### src/rtl/uart_cmd_to_btn.sv
// Pops command bytes from a show-ahead RX FIFO, decodes R/C/M into one-cycle
// button ticks and merges them with the physical debounced button ticks.
module uart_cmd_to_btn #(
  parameter int unsigned GAP_CYCLES = 100
) (
  input  logic       clk,
  input  logic       rst,
  input  logic       i_rx_empty,
  input  logic [7:0] i_rx_rdata,
  output logic       o_rx_pop,
  input  logic       i_btn_run,
  input  logic       i_btn_clear,
  input  logic       i_btn_mode,
  output logic       o_btn_run,
  output logic       o_btn_clear,
  output logic       o_btn_mode,
  output logic       o_cmd_err
);

  localparam int unsigned CNT_W    = 16;
  localparam int unsigned BYTE_W   = 8;
  localparam logic [CNT_W-1:0] GAP_LAST = CNT_W'(GAP_CYCLES - 1);

  typedef enum logic [1:0] {
    IDLE = 2'd0,
    READ = 2'd1,
    EMIT = 2'd2,
    GAP  = 2'd3
  } state_t;

  state_t              state;
  logic [BYTE_W-1:0]   byte_q;
  logic [CNT_W-1:0]    gap_cnt;
  logic                rx_pop_q;

  logic                emit_c;
  logic                dec_run_c;
  logic                dec_clear_c;
  logic                dec_mode_c;
  logic                dec_err_c;
  logic                run_tick_c;
  logic                clear_tick_c;
  logic                mode_tick_c;

  // Command sequencer; the pop strobe is registered alongside the READ entry.
  always_ff @(posedge clk or posedge rst) begin
    if (rst) begin
      state    <= IDLE;
      byte_q   <= '0;
      gap_cnt  <= '0;
      rx_pop_q <= 1'b0;
    end else begin
      rx_pop_q <= 1'b0;
      case (state)
        IDLE: begin
          if (!i_rx_empty) begin
            state    <= READ;
            rx_pop_q <= 1'b1;
          end
        end
        READ: begin
          byte_q <= i_rx_rdata;
          state  <= EMIT;
        end
        EMIT: begin
          gap_cnt <= '0;
          state   <= GAP;
        end
        GAP: begin
          if (gap_cnt == GAP_LAST) begin
            state <= IDLE;
          end else begin
            gap_cnt <= gap_cnt + CNT_W'(1);
          end
        end
        default: state <= IDLE;
      endcase
    end
  end

  // Case-insensitive command decode of the captured byte.
  always_comb begin
    dec_run_c   = 1'b0;
    dec_clear_c = 1'b0;
    dec_mode_c  = 1'b0;
    dec_err_c   = 1'b0;
    case (byte_q)
      8'h52, 8'h72: dec_run_c   = 1'b1;
      8'h43, 8'h63: dec_clear_c = 1'b1;
      8'h4D, 8'h6D: dec_mode_c  = 1'b1;
      default:      dec_err_c   = 1'b1;
    endcase
  end

  assign emit_c       = (state == EMIT);
  assign run_tick_c   = emit_c & dec_run_c;
  assign clear_tick_c = emit_c & dec_clear_c;
  assign mode_tick_c  = emit_c & dec_mode_c;

  assign o_rx_pop  = rx_pop_q;
  assign o_cmd_err = emit_c & dec_err_c;

  // Physical ticks bypass all state so they keep working during GAP and reset.
  assign o_btn_run   = i_btn_run   | run_tick_c;
  assign o_btn_clear = i_btn_clear | clear_tick_c;
  assign o_btn_mode  = i_btn_mode  | mode_tick_c;

endmodule

### config.mk
export PLATFORM = sky130hd
export DESIGN_NAME = uart_cmd_to_btn
export DESIGN_NICKNAME = d
export VERILOG_FILES = /design/src/rtl/uart_cmd_to_btn.sv
export SDC_FILE = /design/constraint.sdc
export NUM_CORES = 1
export LEC_CHECK = 0
export ABC_AREA = 1
export CORE_MARGIN = 1.5
export CORE_UTILIZATION = 45
export DETAILED_ROUTE_END_ITERATION = 8
export GPL_TIMING_DRIVEN = 0
export PLACE_DENSITY = 0.66
export SLEW_MARGIN = 20
export SYNTH_ARGS = -nofsm -noshare
export SYNTH_HDL_FRONTEND = slang
export SYNTH_SLANG_ARGS = --single-unit
### constraint.sdc
create_clock -name clk -period 1.7 [get_ports clk]
set_input_delay 0.51 -clock clk [delete_from_list [all_inputs] [get_ports clk]]
set_output_delay 0.51 -clock clk [all_outputs]
set_load 0.02 [all_outputs]
======== Word level (Yosys, flattened, before mapping) ========
Index checks and enable logic that the tools add are counted.
operators by class
  add/sub/neg operators ................... 1
  equal/unequal tests ..................... 13
  muxes and demuxes ....................... 11
  bitwise logic cells ..................... 7
  reduce and logical (&&, ||, !) cells .... 8
operators with widths
  cell                     number
  $eq A8 B7 Y1 const B     6
  $pmux W16 S2             1
  $add A16 B1 Y16 const B  1
  $eq A16 B7 Y1 const B    1
  $mux W16                 1
  $pmux W2 S4              1
  $mux W1                  6
  $ne A2 B2 Y1 const B     3
  $reduce_or A2 Y1         3
  $reduce_or A6 Y1         1
  $and A1 B1 Y1            4
  $eq A2 B2 Y1 const B     2
  $mux W2                  2
  $reduce_and A2 Y1        2
  $or A1 B1 Y1             3
  $eq A2 B1 Y1 const B     1
  $logic_not A2 Y1         1
  $reduce_bool A2 Y1       1
word-level totals
  register bits after elaboration ......... 27
  bits of input ports ..................... 14

======== Longest topological paths before layout ========
Gate-level depths: netlist of the first run.
  depth after elaboration ................. 5
  depth in mapped cells ................... 10

======== Worst setup path after synthesis of the first run ========
No wires, ideal clock.
  path type ............................... register to output
  start ................................... reg state[0]
  end ..................................... out o_btn_clear
  arrival time ............................ 1.127 ns
  required time ........................... 1.190 ns
  path slack .............................. 0.063 ns
  cell stages (with the launch flop) ...... 5
  path through ............................ dfrtp_1 inv_1 ha_1 inv_1 o21bai_1
on the way
  cells in the longest elaborated chain, start to end .. 3
RTL lines
  what                    RTL line  text
  start, declared         31        state_t state;
  start signal, assigned  48        state <= IDLE;
  start signal, assigned  57        state <= READ;
  start signal, assigned  63        state <= EMIT;
  $eq A2 B2 Y1            95        assign emit_c = (state == EMIT);
  $and A1 B1 Y1           97        assign clear_tick_c = emit_c & dec_clear_c;
  $or A1 B1 Y1            105       assign o_btn_clear = i_btn_clear | clear_tick_c;
  end, declared           15        output logic o_btn_clear,
No other way between the ends.

======== Final worst setup path of the first run ========
  start ................................... reg byte_q[1]
  end ..................................... out o_btn_mode
on the way
  cells in the longest elaborated chain, start to end .. 5
RTL lines
  what                    RTL line  text
  start, declared         32        logic [BYTE_W-1:0] byte_q;
  start signal, assigned  62        byte_q <= i_rx_rdata;
  $eq A8 B7 Y1            87        case (byte_q)
  $reduce_or A2 Y1 *      87
  $mux W1 *               87
  $and A1 B1 Y1 *         98        assign mode_tick_c = emit_c & dec_mode_c;
  $or A1 B1 Y1 *          106       assign o_btn_mode = i_btn_mode | mode_tick_c;
  end, declared           16        output logic o_btn_mode,
Mark *: on every way between the ends. The rest lies on a longest branch, timed or not.

==> metrics.txt, run 1 <==
total CTS buffers 3; max-cap violation count 0; ANT cells 0; sequential fraction of the synthesis area 0.3907; number of global-route vias before repair 1514; grt total ovfl 0; row count 21; initial antenna violation count 0; crit share post-route 1.071; Core ar. 3442 um2; # IOs 19; largest net degree at the start of global routing 27; EDFF count, synth 0; synthesized area 1665 um2; area of the die 4075 um2; Hold Buf Count CTS 0; synthesis warning total 0; fmax 549.4 MHz; final worst setup slack -0.1203 ns; initial drt markers 49; die width 63.84 um; drt total wl 3589 um; Detailed Place HPWL 2595 um; Hold Crit Class reg -> reg; Die Y-Extent 63.84 um; failing checks negative setup slack; run status finished, violations left; Crit. End Element output pin; worst-path cell with the longest stage delay dfrtp_1; Starting Density 0.4838; post-synthesis cell count 226; Finished Cell Area 2011 um2; Primary FF master, synth dfrtp_1; endpoints failing setup 4; required time of the critical path 1.19 ns; startpoint class of the critical path register; antenna-violating nets left 0; CTS root buf clkbuf_8; Power Density 1174 nW/um2; flops & latches, synth 26; DP Area 1893 um2; Reg clk slew, reported paths 0.09 ns; Power Total 2.361 mW; Worst-Margin Slew 0.9417 ns; unrepaired setup endpoints after global routing true; Final Critical Period 1.820 ns; GRT Overall Usage 0.2015; share of layout cells above drive strength 1 0.1760; CP max stage delay 0.41 ns; first-pass GRT wire length 6644 um; Clock Latency Late Sink 0.28 ns; Async S/R FF share, synth 1.000; critical path, cell by cell inv_2 -> nand4_1 -> nor3_2 -> a21o_1 -> buf_6; CP max FO 3; relative slew slack 0.3683; clk sinks 26; DR vias/cell 5.061; nets 271; DR pass1 iterations 4; Peak VDD IR 0.8360 mV; Clock Path Buffers 2; post-layout util 0.5842; leakage power 0.9744 nW; Setup Crit Path Kind reg -> out; Distinct cells, synth 24; Final Skew 0.003702 ns; H-Tree Depth 1; Setup WS pre-CTS -0.4862 ns; syn nets 246; GPL Wtd Cong 0.8702; Max Slew Vio Count 0; Residual DRC 0; Mean Syn Cell Area 7.369 um2; CTS tree yes; Via Count 1498; WP data arrival 1.31 ns; IO Port Bufs 17; wire length per cell 12.13 um; final hold vios 0; Layout area overhead 20.74%
## final cells by class
class / instances / area, um2
Fill cell: 339 / 1431
Multi-Input combinational cell: 170 / 925.9
Sequential cell: 26 / 650.6
Timing Repair Buffer: 20 / 185.2
Inverter: 24 / 90.09
Tap cell: 46 / 57.56
Clock buffer: 4 / 55.05
Buffer: 6 / 46.29
## final timing paths
path | startpoint | to | slack (ns) | cells after the start
worst max-delay path | byte_q[1]$_DFFE_PP0N_ | o_btn_mode | -0.12 | 5
worst min-delay path | gap_cnt[15]$_DFFE_PP0P_ | gap_cnt[15]$_DFFE_PP0P_ | 0.56 | 2
worst max register to register | state[0]$_DFFE_PP0P_ | gap_cnt[6]$_DFFE_PP0P_ | 0.18 | 7
worst min register to register | gap_cnt[15]$_DFFE_PP0P_ | gap_cnt[15]$_DFFE_PP0P_ | 0.56 | 2
max in group asynchronous | rst | gap_cnt[11]$_DFFE_PP0P_ | 0.63 | 2
min in group asynchronous | rst | gap_cnt[0]$_DFFE_PP0P_ | 0.64 | 2
## logic make-up (layout without fill, tap and decap cells)
family                   Yosys count  count (layout)  synth area share
AND/OR/NAND/NOR                  147             147            0.4087
adder cells (fa/ha/maj)            6               6           0.04508
XOR/XNOR                           2               2           0.01052
buffers and inverters             30              54           0.08189
flip-flops                        26              26            0.3907
multiplexers                       2               2           0.01352
AO/OA/AOI/OAI                     13              13           0.04958
## flip-flops by register name, indices dropped and copies added (netlist names)
register  count
gap_cnt      16
byte_q        7
state         2
o_rx_pop      1
## critical path, delay by kind of cell (launching register included)
family,cells,cell delay [ns]
AO/OA/AOI/OAI,1,0.15
buffers and inverters,2,0.18
flip-flops,1,0.41
AND/OR/NAND/NOR,2,0.30
## layer usage
layer  vias up  global-route usage  routed length, um  share of wire
li1        780                   -                  -              -
met1       693              0.2542               1746           0.49
met2        21              0.3503               1713           0.48
met3         4             0.03521                 96          0.027
met4         0             0.05978                 34         0.0095
met5         -                   0                  0              0
## power by group
| group | internal [mW] | switching (mW) |
|---|---|---|
| registers | 0.758 | 0.125 |
| logic | 0.421 | 0.646 |
| clock network | 0.207 | 0.204 |
| total | 1.39 | 0.975 |
## cells in the mapped netlist (3+ instances only)
cell      count  share of area
o21bai_1      6          0.027
dfrtp_1      26           0.39
buf_6         3          0.020
nand3_1      31          0.093
inv_1        23          0.052
o21ai_0       5          0.015
ha_1          6          0.045
nand3_2       6          0.036
nor2_1       24          0.054
nand4_1       9          0.034
nand2_2       4          0.015
nand2_1      65           0.15
## cell usage in the layout, fill, tap and decap left out, types with 4 or more instances in the layout
| cell type | instances |
|---|---|
| clkdlybuf4s50_1 | 12 |
| nand3_2 | 6 |
| nand4_1 | 9 |
| inv_2 | 6 |
| buf_4 | 6 |
| buf_6 | 4 |
| nand2_1 | 63 |
| clkbuf_8 | 4 |
| nor2_1 | 23 |
| nand3_1 | 31 |
| o21ai_0 | 5 |
| o21bai_1 | 6 |
| nand2_2 | 4 |
| ha_1 | 4 |
| dfrtp_1 | 26 |
| inv_1 | 16 |
## through the flow
| step | std cells | TNS, ns | hold WS, ns |
|---|---|---|---|
| 2_1_floorplan | 226 | 0 | 0.4809 |
| 3_3_place_gp | 289 | -3.209 | 0.5063 |
| 3_5_place_dp | 289 | -4.006 | 0.5142 |
| 4_1_cts | 295 | -0.5007 | 0.5566 |
| 5_1_grt | 296 | -0.8233 | 0.6078 |
| 6_report | 296 | -0.4321 | 0.5565 |
## what timing repair did
item	4_1_cts	5_1_grt
pin swaps	4	5
hold endpoints to repair	0	0
endpoints found under the setup margin	5	6
buffers inserted	2	1
cloned	0	0
resized for setup	27	12
(Power assumes the default switching activity.)
==> run 2, diff against run 1 <==
Settings changed: PLACE_DENSITY 0.66 to 0.69, SKIP_LAST_GASP set to 1.
Clock period 1.7 ns to 1.47 ns, I/O delays scaled along.
==> run 2 against run 1 <==
Against the previous run: first-iteration DRC count is 37% higher; highest routed layer unchanged; the run still ends with negative setup slack left; non-clock buffer count grew 5; clock skew shrank 0.0013 ns; critical path type unchanged; final cell count is 1.7% higher; critical path depth is 1 higher; sequential share of layout area shrank 0.74 points; register-to-register slack got worse by 0.09 ns; power is 18% higher; flip-flop and latch count unchanged; sequential power rose by 13%; die area stayed put; combinational power grew 24%.
==> metrics.txt, run 2 (synthesized netlist as in run 1, its figures left out) <==
run status finished, violations left; failing checks negative setup slack; total CTS buffers 3 (unchanged); Clock Latency Late Sink 0.27 ns (about the same); Core ar. 3442 um2 (unchanged); leakage power 1.001 nW (+2.7%); reg2reg start gap_cnt[2]$_DFFE_PP0P_; final non-filler cell total 301 (+1.7%); Comb pwr share 0.477 (+0.025); Worst-Margin Slew 0.9181 ns (-0.02359 ns); Via Count 1508 (+0.67%); # IOs 19 (unchanged); nets 276 (+1.8%); Clock Path Buffers 2 (unchanged); Hold Buf Count CTS 0 (unchanged); Crit. End Element output pin; final hold vios 0 (unchanged); worst-path cell with the longest stage delay dfrtp_1; grt total ovfl 0 (unchanged); H-Tree Depth 1 (unchanged); fmax 565.5 MHz; most frequent cells in the layout nand2_1, nand3_1, dfrtp_1; Setup Crit Path Kind reg -> out; CTS tree yes; row count 21 (unchanged); antenna-violating nets left 0 (unchanged); Hold Crit Class reg -> reg; largest registers gap_cnt (16), byte_q (7), state (2); die width 63.84 um (unchanged); initial antenna violation count 0 (unchanged); Seq pwr share 0.359 (-0.015); worst r2r path cells 10 (+3); area of the multi-input gates 930.9 um2 (+0.54%); DR pass1 iterations 4 (unchanged); CTS root buf clkbuf_8; GPL Wtd Cong 0.8641 (-0.70%); clk sinks 26 (unchanged); Finished Cell Area 2066 um2 (+2.7%); CP max FO 2 (-1); initial drt markers 67 (+37%); Max Slew Vio Count 0 (unchanged); largest reg by FF count gap_cnt; Power Total 2.798 mW (+18%); share of layout cells above drive strength 1 0.2157 (+0.03969); area of the die 4075 um2 (unchanged); first-pass GRT wire length 6423 um (-3.3%); Layout area overhead 24.04%; IO Port Bufs 17 (unchanged); power share of the clock group 0.165 (-0.009); TNS Setup -1.132 ns (-0.6999 ns); final worst setup slack -0.2985 ns (-0.1781 ns); Switching Fraction 0.3977 (-0.01528); Stages on worst setup path 6 (+1); startpoint class of the critical path register; drt total wl 3529 um (-1.7%); relative slew slack 0.3842 (+0.01582); worst setup path endpoint o_cmd_err; DP Area 1896 um2 (+0.13%); Power Density 1355 nW/um2 (+15%); R2R setup slack 0.09 ns (-0.09 ns); largest net degree at the start of global routing 27 (unchanged); Int Pwr 1.685 mW (+22%); number of buffers and inverters on the critical path 3 (+1); CP dominant cell by count buf_4; Net Switching 1.113 mW (+14%); area occupied by registers 653.1 um2 (+0.38%); DR vias/cell 5.010 (-1.0%); Residual DRC 0 (unchanged); Final Skew 0.002393 ns (-0.001310 ns); max-cap violation count 0 (unchanged); wire length per cell 11.72 um (-3.3%); Peak VDD IR 0.9790 mV (+17%); Filler Cell Count 313 (-7.7%); Worst path top cell family by delay flip-flops; required time of the critical path 1.03 ns (-0.16 ns); Detailed Place HPWL 2486 um (-4.2%); critical path, cell by cell buf_4 -> nand4_1 -> nor3_2 -> buf_4 -> nor2_2 -> buf_6; Die Y-Extent 63.84 um (unchanged); endpoints failing setup 4 (unchanged); ANT cells 0 (unchanged); CP max stage delay 0.40 ns (about the same); commonest non-fill, non-tap cell in the layout nand2_1; Post-Place Cells 289 (unchanged); number of global-route vias before repair 1485 (-1.9%); Final Critical Period 1.768 ns; crit path launch byte_q[3]$_DFFE_PP0N_; Worst R2R End state[0]$_DFFE_PP0P_; crit share post-route 1.203; Reg clk slew, reported paths 0.09 ns (about the same); unrepaired setup endpoints after global routing true; max FFs per register 16 (unchanged); WP data arrival 1.33 ns (+0.02 ns); Starting Density 0.4838 (unchanged); GRT Overall Usage 0.1951 (-0.006379)
-- run 2: routing by layer --
metal	vias to the layer above	track usage	wire length, um
met5	-	0	0
met4	0	0.05978	69
met3	9	0.02993	110
met2	30	0.3203	1650
met1	676	0.2643	1699
li1	793	-	-
-- run 2: area by class of cell --
| type | instances | area share |
|---|---|---|
| multi-input combinational | 170 | 0.4506 |
| sequential | 26 | 0.3162 |
| timing repair buffer | 25 | 0.1084 |
| inverter | 24 | 0.04361 |
| tap | 46 | 0.02786 |
| clock buffer | 4 | 0.02665 |
| buffer | 6 | 0.02665 |
-- run 2: how the worst min path moves through the flow --
stage	cells after the start	slack, ns	from	end
finish	2	0.54	byte_q[7]$_DFFE_PP0N_	byte_q[7]$_DFFE_PP0N_
global route	1	0.56	byte_q[6]$_DFFE_PP0N_	byte_q[6]$_DFFE_PP0N_
CTS	1	0.53	byte_q[6]$_DFFE_PP0N_	byte_q[6]$_DFFE_PP0N_
detailed placement	1	0.51	byte_q[6]$_DFFE_PP0N_	byte_q[6]$_DFFE_PP0N_
global placement	2	0.50	byte_q[7]$_DFFE_PP0N_	byte_q[7]$_DFFE_PP0N_
floorplan	1	0.48	rst	byte_q[0]$_DFFE_PP0N_
-- run 2: repair_timing --
item / CTS / global route
endpoints found under the setup margin: 23 / 27
pin swaps: 2 / 4
gates resized for setup: 31 / 17
buffers inserted: 5 / 2
cloned: 0 / 1
-- run 2: power by group through the flow --
stage	sequential, mW	combinational, mW	clock [mW]
floorplan	0.991	0.792	0
global placement	1.00	1.06	0
detailed placement	1.01	1.07	0
CTS	0.982	1.22	0.484
global route	1.03	1.51	0.508
finish	1.00	1.33	0.461
-- run 2: per-stage QoR --
step           setup WS, ns  hold WS [ns]    util
2_1_floorplan      -0.09802        0.4809       -
3_3_place_gp        -0.5882        0.5040  0.5507
3_5_place_dp        -0.5860        0.5104  0.5507
4_1_cts             -0.3061        0.5318  0.5842
5_1_grt             -0.4031        0.5559  0.6001
6_report            -0.2985        0.5372  0.6001
-- run 2: tightest hold or removal path, cell delays in order, from the launching register on --
cell	delay, ns
dfrtp_1	0.38
inv_2	0.06
o21ai_0	0.06
